**config.mk**
```make
export PLATFORM = sky130hd
export DESIGN_NAME = latch_bank_ctrl_flat
export DESIGN_NICKNAME = d
export VERILOG_FILES = /design/src/rtl/latch_ctrl_pkg.sv /design/src/rtl/latch_bank_ctrl_if.sv /design/src/rtl/latch_bank_ctrl_rr_arbiter.sv /design/src/rtl/latch_bank_ctrl.sv /design/src/flat_wrapper.sv
export SDC_FILE = /design/constraint.sdc
export NUM_CORES = 1
export LEC_CHECK = 0
export CAP_MARGIN = 20
export CELL_PAD_IN_SITES_DETAIL_PLACEMENT = 0
export CELL_PAD_IN_SITES_GLOBAL_PLACEMENT = 1
export CORE_ASPECT_RATIO = 1.1
export CORE_MARGIN = 8
export CORE_UTILIZATION = 32
export CTS_CLUSTER_DIAMETER = 200
export DETAILED_ROUTE_END_ITERATION = 6
export HOLD_SLACK_MARGIN = 0.02
export PLACE_DENSITY = 0.87
export SLEW_MARGIN = 20
export SYNTH_ARGS = -nofsm -noshare
export SYNTH_HDL_FRONTEND = slang
export SYNTH_SLANG_ARGS = --single-unit
export TNS_END_PERCENT = 100
```
**constraint.sdc**
```tcl
create_clock -name clk -period 3.78 [get_ports clk]
set_input_delay 1.134 -clock clk [delete_from_list [all_inputs] [get_ports clk]]
set_output_delay 1.134 -clock clk [all_outputs]
set_load 0.005 [all_outputs]
```
**src/rtl/latch_ctrl_pkg.sv**
```systemverilog
// Shared types and defaults for the latch bank write sequencer.
// The CLEAR state is always declared; only LATCH_BANK_CLEAR_EN builds make it reachable.
package latch_ctrl_pkg;

  typedef enum logic [2:0] {
    IDLE  = 3'd0,
    SETUP = 3'd1,
    OPEN  = 3'd2,
    HOLD  = 3'd3,
    CLEAR = 3'd4
  } state_t;

  localparam int DEF_NREQ     = 2;
  localparam int DEF_DEPTH    = 4;
  localparam int DEF_WIDTH    = 8;
  localparam int DEF_OPEN_CYC = 2;
  localparam int MAX_DEPTH    = 64;

  // Returns all zeros for an out-of-range address so no latch is ever opened for it.
  function automatic logic [MAX_DEPTH-1:0] onehot(input int addr, input int depth);
    logic [MAX_DEPTH-1:0] r;
    r = '0;
    if (addr >= 0 && addr < depth && addr < MAX_DEPTH) begin
      r = MAX_DEPTH'(1) << addr;
    end
    return r;
  endfunction

endpackage

```
**src/rtl/latch_bank_ctrl_if.sv**
```systemverilog
// Client request bus plus latch bank drive signals for latch_bank_ctrl.
// With LATCH_BANK_CLEAR_EN defined the bus also carries clr_req / clr_ack.
interface latch_bank_ctrl_if
  import latch_ctrl_pkg::*;
#(
  parameter int NREQ  = DEF_NREQ,
  parameter int DEPTH = DEF_DEPTH,
  parameter int WIDTH = DEF_WIDTH,
  parameter int AW    = $clog2(DEPTH) + 1
);

  // Handshake: a requester raises req[i] with stable addr/data and holds it until it
  // sees the one-cycle ack[i] pulse; it drops req the cycle after. No ready signal.
  logic [NREQ-1:0]       req;
  logic [NREQ*AW-1:0]    req_addr;
  logic [NREQ*WIDTH-1:0] req_data;
  logic [NREQ-1:0]       ack;
  logic                  err;
  logic                  busy;
  logic [DEPTH-1:0]      lat_en;
  logic [WIDTH-1:0]      lat_d;
  logic                  lat_rst;
`ifdef LATCH_BANK_CLEAR_EN
  logic                  clr_req;
  logic                  clr_ack;

  modport master (
    output req, req_addr, req_data, clr_req,
    input  ack, err, busy, lat_en, lat_d, lat_rst, clr_ack
  );
  modport slave (
    input  req, req_addr, req_data, clr_req,
    output ack, err, busy, lat_en, lat_d, lat_rst, clr_ack
  );
`else
  modport master (
    output req, req_addr, req_data,
    input  ack, err, busy, lat_en, lat_d, lat_rst
  );
  modport slave (
    input  req, req_addr, req_data,
    output ack, err, busy, lat_en, lat_d, lat_rst
  );
`endif

endinterface

```
**src/rtl/latch_bank_ctrl_rr_arbiter.sv**
```systemverilog
// Combinational round-robin picker: lowest requester index at or after ptr wins.
module rr_arbiter #(
  parameter int NREQ = 2,
  parameter int IW   = $clog2(NREQ)
) (
  input  logic [NREQ-1:0] req,
  input  logic [IW-1:0]   ptr,
  output logic [IW-1:0]   gnt_idx,
  output logic            gnt_valid
);

  always_comb begin
    logic [IW:0] sum;
    gnt_idx   = '0;
    gnt_valid = 1'b0;
    sum       = '0;
    for (int k = 0; k < NREQ; k++) begin
      sum = {1'b0, ptr} + (IW+1)'(k);
      if (sum >= (IW+1)'(NREQ)) begin
        sum = sum - (IW+1)'(NREQ);
      end
      if (!gnt_valid && req[sum[IW-1:0]]) begin
        gnt_valid = 1'b1;
        gnt_idx   = sum[IW-1:0];
      end
    end
  end

endmodule

```
**src/rtl/latch_bank_ctrl.sv**
```systemverilog
// Write sequencer for a bank of level-sensitive latches: setup -> open -> hold per write.
// Optional LATCH_BANK_CLEAR_EN adds a two-cycle bank clear driven by clr_req / clr_ack.
module latch_bank_ctrl
  import latch_ctrl_pkg::*;
#(
  parameter int NREQ     = DEF_NREQ,
  parameter int DEPTH    = DEF_DEPTH,
  parameter int WIDTH    = DEF_WIDTH,
  parameter int OPEN_CYC = DEF_OPEN_CYC,
  parameter int AW       = $clog2(DEPTH) + 1
) (
  input  logic                clk,
  input  logic                rst,
  latch_bank_ctrl_if.slave    bus,
  output state_t              dbg_state
);

  localparam int IW = $clog2(NREQ);
  localparam int CW = $clog2(OPEN_CYC + 2);

  state_t           state_q, state_d;
  logic [CW-1:0]    cnt_q, cnt_d;
  logic [IW-1:0]    ptr_q, ptr_d;
  logic [IW-1:0]    gnt_q, gnt_d;
  logic [AW-1:0]    addr_q, addr_d;
  logic [WIDTH-1:0] lat_d_q, lat_d_d;
  logic [DEPTH-1:0] lat_en_q, lat_en_d;
  logic [NREQ-1:0]  ack_q, ack_d;
  logic             err_q, err_d;
  logic             busy_q, busy_d;
  logic             lat_rst_q, lat_rst_d;
  logic             clr_ack_q, clr_ack_d;
  logic             clr_go;

  logic [IW-1:0]        gnt_idx;
  logic                 gnt_valid;
  logic [MAX_DEPTH-1:0] oh_full;
  logic                 addr_oor;

  rr_arbiter #(.NREQ(NREQ), .IW(IW)) u_arb (
    .req       (bus.req),
    .ptr       (ptr_q),
    .gnt_idx   (gnt_idx),
    .gnt_valid (gnt_valid)
  );

`ifdef LATCH_BANK_CLEAR_EN
  assign clr_go = bus.clr_req;
`else
  assign clr_go = 1'b0;
`endif

  assign addr_oor = (addr_q >= AW'(DEPTH));

  // State register and all registered outputs.
  always_ff @(posedge clk) begin
    if (rst) begin
      state_q   <= IDLE;
      cnt_q     <= '0;
      ptr_q     <= '0;
      gnt_q     <= '0;
      addr_q    <= '0;
      lat_d_q   <= '0;
      lat_en_q  <= '0;
      ack_q     <= '0;
      err_q     <= 1'b0;
      busy_q    <= 1'b0;
      lat_rst_q <= 1'b1;
      clr_ack_q <= 1'b0;
    end else begin
      state_q   <= state_d;
      cnt_q     <= cnt_d;
      ptr_q     <= ptr_d;
      gnt_q     <= gnt_d;
      addr_q    <= addr_d;
      lat_d_q   <= lat_d_d;
      lat_en_q  <= lat_en_d;
      ack_q     <= ack_d;
      err_q     <= err_d;
      busy_q    <= busy_d;
      lat_rst_q <= lat_rst_d;
      clr_ack_q <= clr_ack_d;
    end
  end

  // Next-state logic; cnt_q times both the OPEN window and the two CLEAR cycles.
  always_comb begin
    state_d = state_q;
    cnt_d   = cnt_q;
    case (state_q)
      IDLE: begin
        cnt_d = '0;
        if (clr_go) begin
          state_d = CLEAR;
        end else if (gnt_valid) begin
          state_d = SETUP;
        end
      end
      SETUP: begin
        state_d = OPEN;
        cnt_d   = '0;
      end
      OPEN: begin
        if (cnt_q == CW'(OPEN_CYC - 1)) begin
          state_d = HOLD;
          cnt_d   = '0;
        end else begin
          cnt_d = cnt_q + 1'b1;
        end
      end
      HOLD: begin
        state_d = IDLE;
      end
`ifdef LATCH_BANK_CLEAR_EN
      CLEAR: begin
        if (cnt_q == CW'(1)) begin
          state_d = IDLE;
          cnt_d   = '0;
        end else begin
          cnt_d = cnt_q + 1'b1;
        end
      end
`endif
      default: begin
        state_d = IDLE;
        cnt_d   = '0;
      end
    endcase
  end

  // Output logic: values computed here appear one edge later, so they are keyed on the
  // transition being taken. lat_d only moves on entry to SETUP, never while lat_en is high.
  always_comb begin
    ptr_d     = ptr_q;
    gnt_d     = gnt_q;
    addr_d    = addr_q;
    lat_d_d   = lat_d_q;
    lat_en_d  = '0;
    ack_d     = '0;
    err_d     = 1'b0;
    busy_d    = (state_d != IDLE);
    lat_rst_d = (state_d == CLEAR);
    clr_ack_d = 1'b0;
    oh_full   = onehot(int'(addr_q), DEPTH);
    case (state_q)
      IDLE: begin
        if (state_d == SETUP) begin
          gnt_d   = gnt_idx;
          addr_d  = bus.req_addr[gnt_idx*AW +: AW];
          lat_d_d = bus.req_data[gnt_idx*WIDTH +: WIDTH];
        end
      end
      SETUP: begin
        lat_en_d = oh_full[DEPTH-1:0];
      end
      OPEN: begin
        if (state_d == OPEN) begin
          lat_en_d = oh_full[DEPTH-1:0];
        end else begin
          ack_d = NREQ'(1) << gnt_q;
          err_d = addr_oor;
        end
      end
      HOLD: begin
        ptr_d = (gnt_q == IW'(NREQ - 1)) ? '0 : gnt_q + 1'b1;
      end
      CLEAR: begin
        clr_ack_d = (state_d == CLEAR);
      end
      default: begin
        lat_en_d = '0;
      end
    endcase
  end

  assign bus.ack     = ack_q;
  assign bus.err     = err_q;
  assign bus.busy    = busy_q;
  assign bus.lat_en  = lat_en_q;
  assign bus.lat_d   = lat_d_q;
  assign bus.lat_rst = lat_rst_q;
  assign dbg_state   = state_q;

`ifdef LATCH_BANK_CLEAR_EN
  assign bus.clr_ack = clr_ack_q;
`else
  logic unused_clr;
  assign unused_clr = clr_ack_q ^ clr_ack_d;
`endif

endmodule
```
**src/flat_wrapper.sv**
```systemverilog
// flat-port wrapper written by rule: the top's interface ports become plain ports
module latch_bank_ctrl_flat import latch_ctrl_pkg::*;
#(
  parameter int NREQ     = DEF_NREQ,
  parameter int DEPTH    = DEF_DEPTH,
  parameter int WIDTH    = DEF_WIDTH,
  parameter int OPEN_CYC = DEF_OPEN_CYC,
  parameter int AW       = $clog2(DEPTH) + 1
)
  (clk, rst, dbg_state, bus_req, bus_req_addr, bus_req_data, bus_ack, bus_err, bus_busy, bus_lat_en, bus_lat_d, bus_lat_rst);
  latch_bank_ctrl_if #(.NREQ(NREQ), .DEPTH(DEPTH), .WIDTH(WIDTH), .AW(AW)) bus_i ();
  input  logic clk;
  input  logic rst;
  output state_t dbg_state;
  input wire logic [$bits(bus_i.req)-1:0] bus_req;
  input wire logic [$bits(bus_i.req_addr)-1:0] bus_req_addr;
  input wire logic [$bits(bus_i.req_data)-1:0] bus_req_data;
  output wire logic [$bits(bus_i.ack)-1:0] bus_ack;
  output wire logic [$bits(bus_i.err)-1:0] bus_err;
  output wire logic [$bits(bus_i.busy)-1:0] bus_busy;
  output wire logic [$bits(bus_i.lat_en)-1:0] bus_lat_en;
  output wire logic [$bits(bus_i.lat_d)-1:0] bus_lat_d;
  output wire logic [$bits(bus_i.lat_rst)-1:0] bus_lat_rst;
  assign bus_i.req = bus_req;
  assign bus_i.req_addr = bus_req_addr;
  assign bus_i.req_data = bus_req_data;
  assign bus_ack = bus_i.ack;
  assign bus_err = bus_i.err;
  assign bus_busy = bus_i.busy;
  assign bus_lat_en = bus_i.lat_en;
  assign bus_lat_d = bus_i.lat_d;
  assign bus_lat_rst = bus_i.lat_rst;
  latch_bank_ctrl #(.NREQ(NREQ), .DEPTH(DEPTH), .WIDTH(WIDTH), .OPEN_CYC(OPEN_CYC), .AW(AW)) u_core (.clk(clk), .rst(rst), .bus(bus_i), .dbg_state(dbg_state));
endmodule
```
==> results.cfg <==
[synth]
synthCells = 105
yosys.area.top_type_share_pct = 50.9
ys_seq_area_share_pct = 50.9
synth.avg_cell_area_um2 = 10.1
synth_top_area_cell = dfxtp_1
mappedNetlistNets = 131
synth_most_common_cell = dfxtp_1
synth-edff-count = 0
synth_cell_types = 27
synth.area.top_cells = dfxtp_1 (51%), a221oi_1 (9.1%), o32ai_1 (9.1%)
netlist_top_cells_count = dfxtp_1 (27), inv_1 (13), a221oi_1 (11), o32ai_1 (11)
syn-cell-area_um2 = 1060
ys_warn_count = 0
synth_ff_type = dfxtp_1
synthArstFlopShare_pct = 0
ys_seq_elements = 27

[global_route]
grtUsageMet3_pct = 2.24
met2_usage_pct = 19.0
grt_max_degree = 19
busiest_layer = met2
met1_usage_pct = 11.1
overflow = 0
grt_pass1_wl_um = 4690
grt_pass1_vias = 969
track_usage_pct = 10.7
antenna_found_initial = 0

[finish]
layout-drive-gt1-share_pct = 10.2
fin_nets = 174
seq_area_um2 = 541
antenna_cells = 0
multi_input_area_um2 = 423
area_delta_synth_final_pct = 45.6
fin_area_um2 = 1550
fillerInstances = 313

[worst_setup_path]
end_kind = flip-flop
regToRegSetupSlack_ns = 1.75
criticalPathCategory = in -> reg
cp_max_fo = 12
crit_arrival_ns = 2.80
worst_ep_required_time_ns = 4.02
worstSetupStartpointType = input port

[clock_tree]
clk_path_buf_depth = 2
cts_root_buf = clkbuf_4
clk_pin_slew_ns = 0.15
cts_tree = built
cts_buffers = 3
htreeDepth = 1
cts_resized = 0
insertion_delay_ns = 0.33
cts_hold_buf = 0
cts.sinks = 27
post_cts_buffers = 0

[floorplan]
initial_core_util_pct = 32.7
io_pins = 46
core-area_um2 = 3250
dieArea_um2 = 5420
fp-row-count = 22
die_w_um = 70.9
die_y_um = 76.4

[timing]
report.final.slew_viol_count = 0
slew_headroom_pct = 40.6
min_period_ns = 2.56
skew_ns = 0.00338
hold_viol_final = 0
fmax_mhz = 391
fin_ws_ns = 1.22
period_share_pct = 67.7
rsz0062_at_grt = false
setup_tns_ns = 0
setup_viol = 0
tightest_slew_ns = 0.887

[worst_hold_path]
hold_class = reg -> reg

[power]
p_total_mw = 0.537
p_leak_nw = 0.546
peakVddDrop_mv = 0.146
p_per_area_nw_per_um2 = 347

[routing]
firstDrtPassIters = 4
avgRoutedWirePerCell_um = 15.5
drt_iter0_markers = 47
ant_nets = 0
drc = 0
wl_um = 2840
num_vias = 957
viasPerCell = 5.23

[placed_design]
hpwl_um = 2220
io_buffers = 45
place_ws_ns = 0.881
gp_congestion = 0.761
placed_area_um2 = 1520

[outcome]
status = finished, final reports clean

[run]
maxCapViolCount = 0
placed cells by master, fill, tap and decap left out, drive strengths merged:
| cell | count |
|---|---|
| clkdlybuf4s50 | 45 |
| dfxtp | 27 |
| inv | 13 |
| o32ai | 11 |
| a221oi | 11 |
| nor2 | 7 |
| nor3 | 5 |
| nor2b | 3 |
| clkbuf | 3 |
| a21bo | 2 |
| o21ai | 2 |
| nand2b | 2 |
| a21oi | 2 |
| nand3 | 2 |
| or3b | 1 |
| xor2 | 1 |
| o21a | 1 |
| or3 | 1 |
| o21bai | 1 |
| nand3b | 1 |
| and3b | 1 |
| a211oi | 1 |
| nand2 | 1 |
| clkinvlp | 1 |
| buf | 1 |
| conb | 1 |
registers in the layout, indices dropped and copies added (netlist names):
signal,cells
u_core.gnt_q,1
u_core.bus.lat_d,8
u_core.bus.ack,2
u_core.cnt_q,2
u_core.dbg_state,3
u_core.bus.busy,1
u_core.bus.err,1
u_core.bus.lat_rst,1
u_core.bus.lat_en,4
u_core.ptr_q,1
u_core.addr_q,3
where the power goes:
part	switching, mW	total, mW	internal, mW
logic	0.0392	0.0973	0.0581
clock network	0.0907	0.131	0.0405
registers	0.00904	0.308	0.299
metrics by stage:
step                      utilization [%]  instances  hold slack [ns]
after floorplan                         -        105            0.418
after global placement               46.6        179            0.427
after detailed placement             46.6        179            0.439
after CTS                            47.6        183            0.460
after global routing                 47.6        183            0.498
final                                47.6        183            0.458
critical path, stage by stage:
cell and delay (ns):
clkdlybuf4s50_1 0.53, nor2b_1 0.64, o32ai_1 0.17, a221oi_1 0.32
worst paths after layout:
check                      start              endpoint  cells past startpoint
max                   bus_req[0]   u_core.bus.lat_d[1]                      4
min             u_core.addr_q[1]  u_core.bus.lat_en[0]                      1
max reg2reg  u_core.dbg_state[0]   u_core.bus.lat_d[5]                      3
min reg2reg     u_core.addr_q[1]  u_core.bus.lat_en[0]                      1
logic make-up (layout without fill, tap and decap cells):
kind of cell / Yosys count / in the layout / synth area share (%)
flip-flops: 27 / 27 / 50.9
AND/OR/NAND/NOR: 24 / 24 / 13.9
XOR/XNOR: 1 / 1 / 0.826
AO/OA/AOI/OAI: 31 / 31 / 24.8
buffers and inverters: 21 / 63 / 9.20
other: 1 / 1 / 0.353
layout make-up:
class | count | share of cell area (%)
multi-input cells | 57 | 27.4
clock buffers | 3 | 1.46
well taps | 36 | 2.91
repair buffers | 46 | 29.6
clock inverters | 1 | 0.486
inverters | 13 | 3.16
flip-flops and latches | 27 | 35.0
layer usage:
metal | vias up | share of wire [%]
li1 | 469 | -
met1 | 452 | 39
met2 | 30 | 53
met3 | 6 | 5.8
met4 | 0 | 2.5
met5 | - | 0
Power figures use the tool's default switching activity.
